**src/rtl/alu_rr_scheduler_pkg.sv**
```systemverilog
// Shared types for the ALU round-robin scheduler: op codes, flag bit
// positions and the scheduler FSM state encoding.
package alu_sched_pkg;

    typedef enum logic [3:0] {
        OP_DIV = 4'b0000,
        OP_MUL = 4'b0001,
        OP_SUB = 4'b0010,
        OP_ADD = 4'b0011,
        OP_AND = 4'b0100,
        OP_SHR = 4'b0101,
        OP_SHL = 4'b0110,
        OP_MOD = 4'b0111,
        OP_OR  = 4'b1010,
        OP_XOR = 4'b1011
    } op_t;

    // Bit positions inside the 4-bit {Z,C,N,O} flag word
    localparam int FLAG_Z = 3;
    localparam int FLAG_C = 2;
    localparam int FLAG_N = 1;
    localparam int FLAG_O = 0;

    typedef enum logic [1:0] {
        IDLE = 2'd0,
        EXEC = 2'd1,
        RESP = 2'd2
    } state_t;

    // Codes 1000, 1001, 1100..1111 have no ALU meaning and are rejected
    function automatic logic is_legal_op(op_t op);
        case (op)
            OP_DIV, OP_MUL, OP_SUB, OP_ADD, OP_AND,
            OP_SHR, OP_SHL, OP_MOD, OP_OR, OP_XOR: return 1'b1;
            default:                               return 1'b0;
        endcase
    endfunction

endpackage

```
**src/rtl/alu_rr_scheduler_rr_arbiter.sv**
```systemverilog
// Round-robin arbiter: picks the first asserted request starting at i_ptr
// and wrapping modulo N. Purely combinational; the pointer lives in the caller.
module rr_arbiter #(
    parameter int N  = 4,
    parameter int IW = $clog2(N)
) (
    input  logic [N-1:0]  i_req,
    input  logic [IW-1:0] i_ptr,
    output logic [N-1:0]  o_grant,
    output logic [IW-1:0] o_idx,
    output logic          o_any
);

    // Scan i_ptr, i_ptr+1, ... (mod N) and keep the first hit
    always_comb begin
        logic [IW-1:0] w_j;
        o_grant = '0;
        o_idx   = '0;
        o_any   = 1'b0;
        w_j     = '0;
        for (int k = 0; k < N; k++) begin
            w_j = IW'((int'(i_ptr) + k) % N);
            if (!o_any && i_req[w_j]) begin
                o_any        = 1'b1;
                o_grant[w_j] = 1'b1;
                o_idx        = w_j;
            end
        end
    end

endmodule

```
**src/rtl/alu_rr_scheduler.sv**
```systemverilog
// Shares one calculator ALU between N requesters. A round-robin arbiter
// grants one request in IDLE; the operands are held on the ALU for LAT
// cycles, then result/flags/id are returned on a single response channel.
//
// Handshakes: a transfer happens on a rising edge where valid && ready.
// Producers hold valid and payload until that edge; ready never depends on
// the same channel's valid through a register, and a response's fields stay
// frozen while rsp_valid is high and rsp_ready is low.
module alu_rr_scheduler
    import alu_sched_pkg::*;
#(
    parameter int M   = 4,
    parameter int N   = 4,
    parameter int LAT = 1
) (
    input  logic                 clk,
    input  logic                 rst,
    input  logic [N-1:0]         req_valid,
    output logic [N-1:0]         req_ready,
    input  logic [N*M-1:0]       req_a,
    input  logic [N*M-1:0]       req_b,
    input  logic [N*4-1:0]       req_sel,
    output logic [M-1:0]         alu_a,
    output logic [M-1:0]         alu_b,
    output logic [3:0]           alu_sel,
    input  logic [M-1:0]         alu_res,
    input  logic [3:0]           alu_flags,
    output logic                 rsp_valid,
    input  logic                 rsp_ready,
    output logic [$clog2(N)-1:0] rsp_id,
    output logic [M-1:0]         rsp_res,
    output logic [3:0]           rsp_flags,
    output logic                 rsp_err,
    output logic                 busy,
    output logic [1:0]           dbg_state
);

    localparam int IW = $clog2(N);

    state_t        r_state, w_next;
    logic [IW-1:0] r_ptr, r_id;
    logic [2:0]    r_cnt;
    logic [M-1:0]  r_op_a, r_op_b;
    logic [3:0]    r_op_sel;
    logic [M-1:0]  r_rsp_res;
    logic [3:0]    r_rsp_flags;
    logic          r_rsp_err;
    logic [IW-1:0] r_rsp_id;

    logic [N-1:0]  w_grant;
    logic [IW-1:0] w_gidx, w_ptr_next;
    logic          w_any, w_legal, w_cnt_done, w_accept;
    logic [M-1:0]  w_req_a, w_req_b;
    logic [3:0]    w_req_sel;

    rr_arbiter #(.N(N), .IW(IW)) u_arb (
        .i_req   (req_valid),
        .i_ptr   (r_ptr),
        .o_grant (w_grant),
        .o_idx   (w_gidx),
        .o_any   (w_any)
    );

    assign w_req_a    = req_a[w_gidx*M +: M];
    assign w_req_b    = req_b[w_gidx*M +: M];
    assign w_req_sel  = req_sel[w_gidx*4 +: 4];
    assign w_legal    = is_legal_op(op_t'(w_req_sel));
    assign w_cnt_done = (r_cnt == 3'(LAT - 1));
    assign w_ptr_next = (w_gidx == IW'(N - 1)) ? '0 : w_gidx + 1'b1;
    // Reset wins over an accept, so no grant is advertised while it is high
    assign w_accept   = (r_state == IDLE) && w_any && !rst;

    assign req_ready  = w_accept ? w_grant : '0;
    assign alu_a      = r_op_a;
    assign alu_b      = r_op_b;
    assign alu_sel    = r_op_sel;
    assign rsp_valid  = (r_state == RESP);
    assign rsp_id     = r_rsp_id;
    assign rsp_res    = r_rsp_res;
    assign rsp_flags  = r_rsp_flags;
    assign rsp_err    = r_rsp_err;
    assign busy       = (r_state != IDLE);
    assign dbg_state  = r_state;

    // State register
    always_ff @(posedge clk) begin
        if (rst) r_state <= IDLE;
        else     r_state <= w_next;
    end

    // Next-state: illegal ops skip EXEC and answer immediately with an error
    always_comb begin
        w_next = r_state;
        case (r_state)
            IDLE:    if (w_any) w_next = w_legal ? EXEC : RESP;
            EXEC:    if (w_cnt_done) w_next = RESP;
            RESP:    if (rsp_ready) w_next = IDLE;
            default: w_next = IDLE;
        endcase
    end

    // Operand, pointer, counter and response registers
    always_ff @(posedge clk) begin
        if (rst) begin
            r_ptr       <= '0;
            r_id        <= '0;
            r_cnt       <= '0;
            r_op_a      <= '0;
            r_op_b      <= '0;
            r_op_sel    <= '0;
            r_rsp_res   <= '0;
            r_rsp_flags <= '0;
            r_rsp_err   <= 1'b0;
            r_rsp_id    <= '0;
        end else begin
            case (r_state)
                IDLE: begin
                    if (w_any) begin
                        r_id  <= w_gidx;
                        r_ptr <= w_ptr_next;
                        r_cnt <= '0;
                        if (w_legal) begin
                            // ALU inputs only move on a legal op
                            r_op_a   <= w_req_a;
                            r_op_b   <= w_req_b;
                            r_op_sel <= w_req_sel;
                        end else begin
                            r_rsp_res   <= '0;
                            r_rsp_flags <= '0;
                            r_rsp_err   <= 1'b1;
                            r_rsp_id    <= w_gidx;
                        end
                    end
                end
                EXEC: begin
                    r_cnt <= r_cnt + 3'd1;
                    if (w_cnt_done) begin
                        r_rsp_res   <= alu_res;
                        r_rsp_flags <= alu_flags;
                        r_rsp_err   <= 1'b0;
                        r_rsp_id    <= r_id;
                    end
                end
                default: ;
            endcase
        end
    end

endmodule

```
**config.mk**
```make
export PLATFORM = sky130hd
export DESIGN_NAME = alu_rr_scheduler
export DESIGN_NICKNAME = d
export VERILOG_FILES = /design/src/rtl/alu_rr_scheduler_pkg.sv /design/src/rtl/alu_rr_scheduler_rr_arbiter.sv /design/src/rtl/alu_rr_scheduler.sv
export SDC_FILE = /design/constraint.sdc
export NUM_CORES = 1
export LEC_CHECK = 0
export ABC_AREA = 0
export ABC_CLOCK_PERIOD_IN_PS = 7700
export CORE_MARGIN = 2
export CORE_UTILIZATION = 45
export DETAILED_ROUTE_END_ITERATION = 6
export DONT_BUFFER_PORTS = 1
export RECOVER_POWER = 100
export SLEW_MARGIN = 25
export SYNTH_ARGS = -nofsm -noshare
export SYNTH_HDL_FRONTEND = slang
export SYNTH_SLANG_ARGS = --single-unit
```
**constraint.sdc**
```tcl
create_clock -name clk -period 7.7 [get_ports clk]
set_clock_uncertainty 0.05 [all_clocks]
set_input_delay 1.54 -clock clk [delete_from_list [all_inputs] [get_ports clk]]
set_output_delay 1.54 -clock clk [all_outputs]
set_load 0.02 [all_outputs]
```
==> flow_summary_export.csv, run 1 <==
group,metric,value,unit
run_status,status,"completed",
power_and_ir_drop,power_frac_comb,0.532,
setup_path,worst_path_max_delay_cell,"inv_1",
finish,fin_nets,332,
setup_path,crit_type,"reg -> reg",
drt,dr.pass1.iters,4,
floorplanning,start_util,0.466,
timing,finalHoldViolations,0,
global_routing,grt-ovfl-total,0,
setup_path,max_stage_delay,880,ps
floorplanning,core_area,5070,sq um
power_and_ir_drop,report.power.total,0.979,mW
clock_network,clk_pin_slew,70,ps
finish,antenna_cells,0,
worst_hold_path,hold_class,"reg -> reg",
floorplanning,ios,94,
synth,ys_ff_latch,32,
setup_path,cp_top_family,"compound AO/OA/AOI/OAI gates",
clock_network,cts.sinks,32,
power_and_ir_drop,switching_share,0.479,
power_and_ir_drop,clkPwrFrac,0.137,
finish,layout_commonest_cell,"nor2_1",
synth,synth_async_sr_flop_share,0,
clock_network,cts_htree_levels,2,
drt,drt_wl_total,5120,um
power_and_ir_drop,p_leak,0.883,nW
setup_path,path_buf_inv,2,
clock_network,cts_tree,"done",
setup_path,reg2reg_from,"r_ptr[0]$_SDFFE_PP0P_",
synth,yosysSeqAreaShare,0.271,
clock_network,clk_path_buf_depth,2,
finish,syn_to_final_growth,0.106,%
synth,synth_nets,346,
floorplanning,die_w,76.5,um
setup_path,cp.required,7830,ps
global_routing,grt_usage,0.176,
setup_path,worst-endpoint-arrival,5460,ps
timing,hold_ws,428,ps
power_and_ir_drop,p_sw,0.469,mW
floorplanning,row_count,26,
drt,vias,1873,
drt,wl_per_cell,15.5,um
global_routing,antenna_found_initial,0,
synth,synth_warnings,0,
synth,synth_cell_types,46,
setup_path,crit_chain,"inv_1 -> ha_1 -> and3b_1 -> a21oi_1 -> o21ai_0 -> o21ai_0 -> inv_1 -> mux4_2 -> a21oi_2 -> nor2_1 -> o21a_1",
power_and_ir_drop,seq_power_share,0.331,
power_and_ir_drop,power.density,413,nW/um^2
timing,fin_crit,5330,ps
clock_network,worst_skew_pair.late_latency,280,ps
floorplanning,die_y,76.5,um
power_and_ir_drop,ir_worst_vdd,0.000184,V
clock_network,cts_hold_buf,0,
power_and_ir_drop,cell_internal_pwr,0.510,mW
placement,dp_hpwl,3750,um
clock_network,cts-resized-gates,0,
global_routing,grt_pass1_vias,1735,
drt,ant_nets,0,
timing,post-route-period-util,0.692,
placement,io_buffer_count,0,
floorplanning,dieArea,5850,sq um
finish,drive_gt1_frac,0.0769,
drt,via_per_inst,5.68,
timing,maxSlewHeadroom,0.280,
drt,dr.first_iter.drc_count,102,
timing,rsz0062_at_grt,"no",
setup_path,cp-startpoint,"r_ptr[0]$_SDFFE_PP0P_",
setup_path,cp_max_fo,24,
setup_path,startpoint_type,"flop",
worst_hold_path,worstHoldStart,"r_cnt[2]$_SDFFE_PP0P_",
clock_network,cts-buffers-inserted,5,
synth,postSynth.topFlopCell,"dfxtp_1",
clock_network,clock-root-buffer,"clkbuf_8",
timing,finalMaxSlewViolations,0,
timing,max_freq,188,MHz
synth,syn_area,2370,sq um
synth,synth_edf_count,0,
timing,setup-tns-final,0,ps
global_routing,grt_max_degree,37,
placement,gp_congestion,0.796,
job,maxCapViolations,0,
setup_path,crit_path_end_kind,"flop",
global_routing,grt_pass1_wl,8310,um
synth,synth_area_per_cell,8.67,sq um
drt,drc,0,
timing,worst_slew_pin_slew,1080,ps
timing,finalSetupViolCount,0,
clock_network,post-cts-setup-buffer-count,0,
synth,synthCells,273,
finish,final_cell_mix,"43 x nor2_1, 39 x mux2i_1, 32 x dfxtp_1",
==> kinds of logic after synthesis <==
logic type / count (synthesis) / share of synthesized area
simple gates: 99 / 0.213
compound gates: 58 / 0.170
mux: 45 / 0.217
flops: 32 / 0.271
buf+inv: 29 / 0.0756
fa+ha+maj: 10 / 0.0529
==> per-layer routing <==
| metal | GRT usage | part of all wire |
|---|---|---|
| met5 | 0 | 0 |
| met4 | 0.0509 | 0.010 |
| met3 | 0.0794 | 0.090 |
| met2 | 0.278 | 0.46 |
| met1 | 0.215 | 0.44 |
==> synthesized netlist by cell type, types with 2 or more instances <==
cell / number / area share
ha_1: 10 / 0.053
nor2b_1: 4 / 0.011
nor3_1: 3 / 0.0063
o21ai_1: 5 / 0.011
a22oi_1: 6 / 0.019
a221oi_1: 4 / 0.015
o21ai_0: 7 / 0.015
a211oi_1: 4 / 0.013
a21o_1: 2 / 0.0063
nor3b_1: 2 / 0.0063
buf_6: 7 / 0.033
nand2b_1: 10 / 0.026
mux4_2: 5 / 0.048
and3b_1: 2 / 0.0074
or4_1: 2 / 0.0063
nand2_1: 14 / 0.022
a21oi_1: 19 / 0.040
dfxtp_1: 32 / 0.27
buf_2: 5 / 0.011
nor2_1: 44 / 0.070
mux2i_1: 39 / 0.16
inv_1: 6 / 0.0095
or3_1: 10 / 0.026
clkbuf_1: 9 / 0.014
==> metrics by stage <==
| stage | setup slack, ps | cell area, sq um | util | std cells |
|---|---|---|---|---|
| 6_report | 2370 | 2370 | 0.467 | 330 |
| 5_1_grt | 1700 | 2370 | 0.467 | 330 |
| 4_1_cts | 2960 | 2400 | 0.473 | 330 |
| 3_5_place_dp | 3100 | 2310 | 0.455 | 322 |
| 3_3_place_gp | 3190 | 2310 | 0.455 | 322 |
| 2_1_floorplan | 3240 | 2370 | - | 273 |
==> worst register-to-register path, delay by kind of cell (launching register included) <==
kind	cells	cell delay [ps]
buffers and inverters	2	1090
muxes	1	690
adders and majority gates	1	520
AOI/OAI and AO/OA	5	1820
and+or+nand+nor	2	310
DFF	1	750
==> power by group through the flow <==
| stage | clock network (mW) | logic (mW) | registers (mW) |
|---|---|---|---|
| 6_report | 0.134 | 0.521 | 0.324 |
| 2_1_floorplan | 0 | 0.521 | 0.309 |
| 3_3_place_gp | 0 | 0.530 | 0.329 |
| 5_1_grt | 0.150 | 0.585 | 0.333 |
| 4_1_cts | 0.140 | 0.538 | 0.326 |
| 3_5_place_dp | 0 | 0.536 | 0.329 |
==> worst paths after layout <==
path         slack [ps]  cells past startpoint                     to
max                2370                     11   rsp_err$_SDFFE_PP0P_
min                 430                      2  r_cnt[2]$_SDFFE_PP0P_
max reg2reg        2370                     11   rsp_err$_SDFFE_PP0P_
min reg2reg         430                      2  r_cnt[2]$_SDFFE_PP0P_
==> registers in the layout, summed over array words and instances (netlist names) <==
signal and flops:
rsp_flags 4, alu_sel 4, r_id 2, rsp_err 1, alu_a 4, r_ptr 2, alu_b 4, r_cnt 3
dbg_state 2, rsp_res 4, rsp_id 2
==> cell type report <==
cell class	instances	area (sq um)
fill	514	2710
multi-input combinational	212	1510
sequential	32	641
tap	70	87.6
clock buffer	7	86.3
inverter	7	26.3
clock inverter	1	7.51
timing repair buffer	1	7.51
(Power assumes the default switching activity.)
==> run 2: changes to the inputs <==
Settings changed: ABC_CLOCK_PERIOD_IN_PS 7700 to 5500.
Clock period 7.7 ns to 5.5 ns, I/O delays scaled along.
==> run 2 against run 1 <==
Against the previous run:
- clock-buffer cell count fell by 2
- non-clock buffer count increased by 1
- critical path depth down 1
- global-route usage up 0.50 points
- sequential power increased by 36%
- wire length rose by 0.20%
- setup slack worse by 1500 ps
- sequential cell count unchanged
- clock power rose by 36%
- maximum frequency grew 15%
- hold slack lost 4.6 ps
- total power is 39% higher
- largest cell class unchanged
==> flow_summary_export.csv, run 2 (same netlist as run 1, synthesis figures left out) <==
group,metric,value,unit
clock_network,post-cts-setup-buffer-count,0,
floorplanning,die_y,76.5,um
floorplanning,ios,94,
clock_network,cts_hold_buf,0,
finish,fillers,530,
worst_hold_path,whs_path_depth,2,
finish,syn_to_final_growth,0.211,%
worst_hold_path,hold_class,"reg -> reg",
clock_network,cts_tree,"done",
drt,dr.pass1.iters,4,
power_and_ir_drop,report.power.total,1.36,mW
timing,worst_slew_pin_slew,855,ps
placement,gp_congestion,0.786,
finish,antenna_cells,0,
timing,finalMaxSlewViolations,0,
timing,finalSetupViolCount,0,
clock_network,clk_pin_slew,70,ps
floorplanning,start_util,0.466,
setup_path,cp.required,5640,ps
timing,rsz0062_at_grt,"no",
clock_network,cts-resized-gates,0,
setup_path,crit_path_end_kind,"flop",
clock_network,cts_htree_levels,2,
timing,worst_slack,854,ps
floorplanning,dieArea,5850,sq um
setup_path,cp-startpoint,"r_ptr[1]$_SDFFE_PP0P_",
setup_path,setup.worst_path.end,"alu_a[0]$_SDFFE_PP0P_",
setup_path,crit_type,"reg -> reg",
power_and_ir_drop,ir_worst_vdd,0.000233,V
global_routing,grt-ovfl-total,0,
setup_path,rr_worst_depth,10,
floorplanning,die_w,76.5,um
global_routing,antenna_found_initial,0,
global_routing,grt_pass1_vias,1856,
power_and_ir_drop,power.density,575,nW/um^2
floorplanning,core_area,5070,sq um
setup_path,reg2reg_from,"r_ptr[1]$_SDFFE_PP0P_",
timing,maxSlewHeadroom,0.430,
timing,post-route-period-util,0.845,
global_routing,grt_max_degree,37,
drt,drt_wl_total,5130,um
drt,vias,1891,
clock_network,cts-buffers-inserted,5,
setup_path,r2r_end,"alu_a[0]$_SDFFE_PP0P_",
timing,max_freq,215,MHz
clock_network,clk_path_buf_depth,2,
setup_path,reg2reg_slack,850,ps
setup_path,startpoint_type,"flop",
run_status,status,"completed",
timing,finalHoldViolations,0,
timing,setup-tns-final,0,ps
global_routing,grt_pass1_wl,8640,um
finish,final_cell_mix,"43 x nor2_1, 39 x mux2i_1, 32 x dfxtp_1",
drt,ant_nets,0,
drt,via_per_inst,5.71,
clock_network,worst_skew_pair.late_latency,290,ps
timing,hold_ws,423,ps
global_routing,grt_usage,0.181,
finish,fin_nets,333,
job,maxCapViolations,0,
floorplanning,row_count,26,
setup_path,cp_max_fo,17,
drt,drc,0,
clock_network,clock-root-buffer,"clkbuf_8",
placement,dp_slack,1280,ps
finish,layout_commonest_cell,"nor2_1",
power_and_ir_drop,p_leak,0.893,nW
finish,drive_gt1_frac,0.0958,
drt,dr.first_iter.drc_count,91,
clock_network,cts.sinks,32,
placement,dp_hpwl,3680,um
timing,fin_crit,4650,ps
placement,io_buffer_count,0,
drt,wl_per_cell,15.5,um
setup_path,worst-endpoint-arrival,4780,ps
==> run 2: worst max-delay path, stage by stage, from the launching register on <==
cell     delay (ps)
dfxtp_1         550
inv_1           140
ha_1            480
mux4_2          620
nor2b_1         310
or2_4           200
a22o_1          690
mux4_2          480
a21oi_2         710
mux2i_1         270
nor2_1           50
==> run 2: power breakdown <==
group | switching, mW | internal, mW | leakage, nW
logic | 0.438 | 0.302 | 0.583
clock network | 0.0942 | 0.0881 | 0.0479
registers | 0.133 | 0.309 | 0.262
total | 0.664 | 0.699 | 0.893
==> run 2: cell type report <==
class                           instances  area, sq um  share of cell area
Multi-Input combinational cell        212         1510               0.639
Sequential cell                        32          641               0.270
Tap cell                               70         87.6              0.0369
Clock buffer                            5         68.8              0.0290
Inverter                                7         26.3              0.0111
Clock inverter                          3         18.8             0.00792
Timing Repair Buffer                    2         15.0             0.00633
==> run 2: layer usage <==
metal | share of wire | GRT usage
met3 | 0.10 | 0.0723
met5 | 0 | 0
met2 | 0.46 | 0.283
met1 | 0.42 | 0.221
met4 | 0.017 | 0.0727
==> run 2: worst min-delay path by stage <==
stage	from	endpoint	slack [ps]
after CTS	r_cnt[2]$_SDFFE_PP0P_	r_cnt[2]$_SDFFE_PP0P_	430
after detailed placement	r_cnt[2]$_SDFFE_PP0P_	r_cnt[2]$_SDFFE_PP0P_	410
final	r_cnt[2]$_SDFFE_PP0P_	r_cnt[2]$_SDFFE_PP0P_	420
after global placement	r_cnt[2]$_SDFFE_PP0P_	r_cnt[2]$_SDFFE_PP0P_	420
after floorplan	r_cnt[2]$_SDFFE_PP0P_	r_cnt[2]$_SDFFE_PP0P_	400
after global routing	r_cnt[2]$_SDFFE_PP0P_	r_cnt[2]$_SDFFE_PP0P_	450
==> run 2: metrics by stage <==
stage               area, sq um  std cells   util
floorplan                  2370        273      -
global placement           2320        323  0.456
detailed placement         2320        323  0.456
CTS                        2400        331  0.474
global route               2370        331  0.467
finish                     2370        331  0.467
==> run 3: changes to the inputs <==
Settings changed: ABC_CLOCK_PERIOD_IN_PS 5500 to 4040.
Clock period 5.5 ns to 4.04 ns, I/O delays scaled along.
==> run 3 against run 2 <==
Against the previous run:
- final cell count up 1.2%
- sequential power up 35%
- maximum frequency up 30%
==> flow_summary_export.csv, run 3 (same netlist as run 1, synthesis figures left out) <==
group,metric,value,unit
run_status,status,"completed",
timing,maxSlewHeadroom,0.468,
finish,layout_commonest_cell,"nor2_1",
drt,via_per_inst,5.66,
setup_path,cp.required,4170,ps
finish,drive_gt1_frac,0.109,
timing,rsz0062_at_grt,"no",
timing,fin_crit,3570,ps
global_routing,grt_pass1_vias,1846,
setup_path,crit_type,"reg -> reg",
floorplanning,die_y,76.5,um
floorplanning,row_count,26,
drt,dr.first_iter.drc_count,107,
timing,post-route-period-util,0.883,
placement,io_buffer_count,0,
floorplanning,start_util,0.466,
floorplanning,die_w,76.5,um
clock_network,clk_pin_slew,70,ps
clock_network,cts-resized-gates,0,
setup_path,crit_path_end_kind,"flop",
timing,worst_slew_pin_slew,790,ps
timing,finalMaxSlewViolations,0,
global_routing,grt-ovfl-total,0,
global_routing,antenna_found_initial,0,
drt,dr.pass1.iters,4,
drt,ant_nets,0,
global_routing,grt_usage,0.187,
floorplanning,ios,94,
clock_network,cts.sinks,32,
timing,setup-tns-final,0,ps
global_routing,grt_pass1_wl,8960,um
clock_network,cts_tree,"done",
finish,fillers,530,
drt,vias,1895,
finish,final_cell_mix,"44 x nor2_1, 39 x mux2i_1, 32 x dfxtp_1",
setup_path,worst-endpoint-arrival,3700,ps
power_and_ir_drop,ir_worst_vdd,0.000325,V
placement,gp_congestion,0.779,
global_routing,grt_max_degree,37,
clock_network,cts_hold_buf,0,
power_and_ir_drop,p_leak,0.924,nW
worst_hold_path,hold_class,"reg -> reg",
clock_network,cts-buffers-inserted,5,
clock_network,worst_skew_pair.late_latency,290,ps
job,maxCapViolations,0,
timing,finalHoldViolations,0,
power_and_ir_drop,power.density,792,nW/um^2
timing,finalSetupViolCount,0,
placement,dp_hpwl,3910,um
floorplanning,dieArea,5850,sq um
drt,wl_per_cell,15.9,um
finish,fin_nets,337,
finish,syn_to_final_growth,2.59,%
finish,antenna_cells,0,
finish,fin_util,0.478,
clock_network,cts_htree_levels,2,
floorplanning,core_area,5070,sq um
setup_path,startpoint_type,"flop",
drt,drt_wl_total,5330,um
drt,drc,0,
clock_network,clk_path_buf_depth,2,
clock_network,post-cts-setup-buffer-count,0,
clock_network,clock-root-buffer,"clkbuf_8",
setup_path,cp_max_fo,13,
timing,max_freq,280,MHz
==> run 3: critical path: stages (launching register included) <==
cell and delay (ps):
dfxtp_1 330, inv_1 80, ha_1 460, and3b_1 200, a21oi_1 40, o21ai_0 640, o21ai_4 160, inv_2 100
mux4_2 570, a21oi_2 420, buf_4 240, or3_1 110, a21oi_1 60
==> run 3: power breakdown <==
part | internal (mW) | switching, mW | total [mW]
Combinational | 0.452 | 0.624 | 1.08
Sequential | 0.420 | 0.175 | 0.595
Clock | 0.120 | 0.131 | 0.251
==> run 3: metrics by stage <==
step,power [mW],instances,hold WS [ps],setup WS [ps],instance area [sq um]
2_1_floorplan,1.58,273,402,767,2370
3_3_place_gp,1.67,327,418,600,2350
3_5_place_dp,1.69,327,427,541,2350
4_1_cts,1.94,335,437,526,2430
5_1_grt,2.10,335,459,126,2430
6_report,1.92,335,436,473,2430
==> run 3: layer usage <==
| metal | up-vias | GRT usage | share of wire |
|---|---|---|---|
| li1 | 952 | - | - |
| met4 | 0 | 0.0618 | 0.014 |
| met1 | 857 | 0.233 | 0.43 |
| met2 | 79 | 0.302 | 0.47 |
| met5 | - | 0 | 0 |
| met3 | 7 | 0.0664 | 0.079 |
==> run 3: path summary, 6_finish.rpt <==
check / startpoint / endpoint / slack, ps / cells after the start
worst max-delay path: r_ptr[0]$_SDFFE_PP0P_ / rsp_res[0]$_SDFFE_PP0P_ / 470 / 12
worst min-delay path: r_cnt[1]$_SDFFE_PP0P_ / r_cnt[1]$_SDFFE_PP0P_ / 440 / 2
worst max register to register: r_ptr[0]$_SDFFE_PP0P_ / rsp_res[0]$_SDFFE_PP0P_ / 470 / 12
worst min register to register: r_cnt[1]$_SDFFE_PP0P_ / r_cnt[1]$_SDFFE_PP0P_ / 440 / 2
==> run 3: area by class of cell <==
cell class | instances | area [sq um] | area share
multi-input cells | 212 | 1540 | 0.636
inverters | 7 | 26.3 | 0.0108
clock inverters | 3 | 18.8 | 0.00773
well taps | 70 | 87.6 | 0.0361
flip-flops and latches | 32 | 641 | 0.264
repair buffers | 6 | 42.5 | 0.0175
clock buffers | 5 | 68.8 | 0.0284
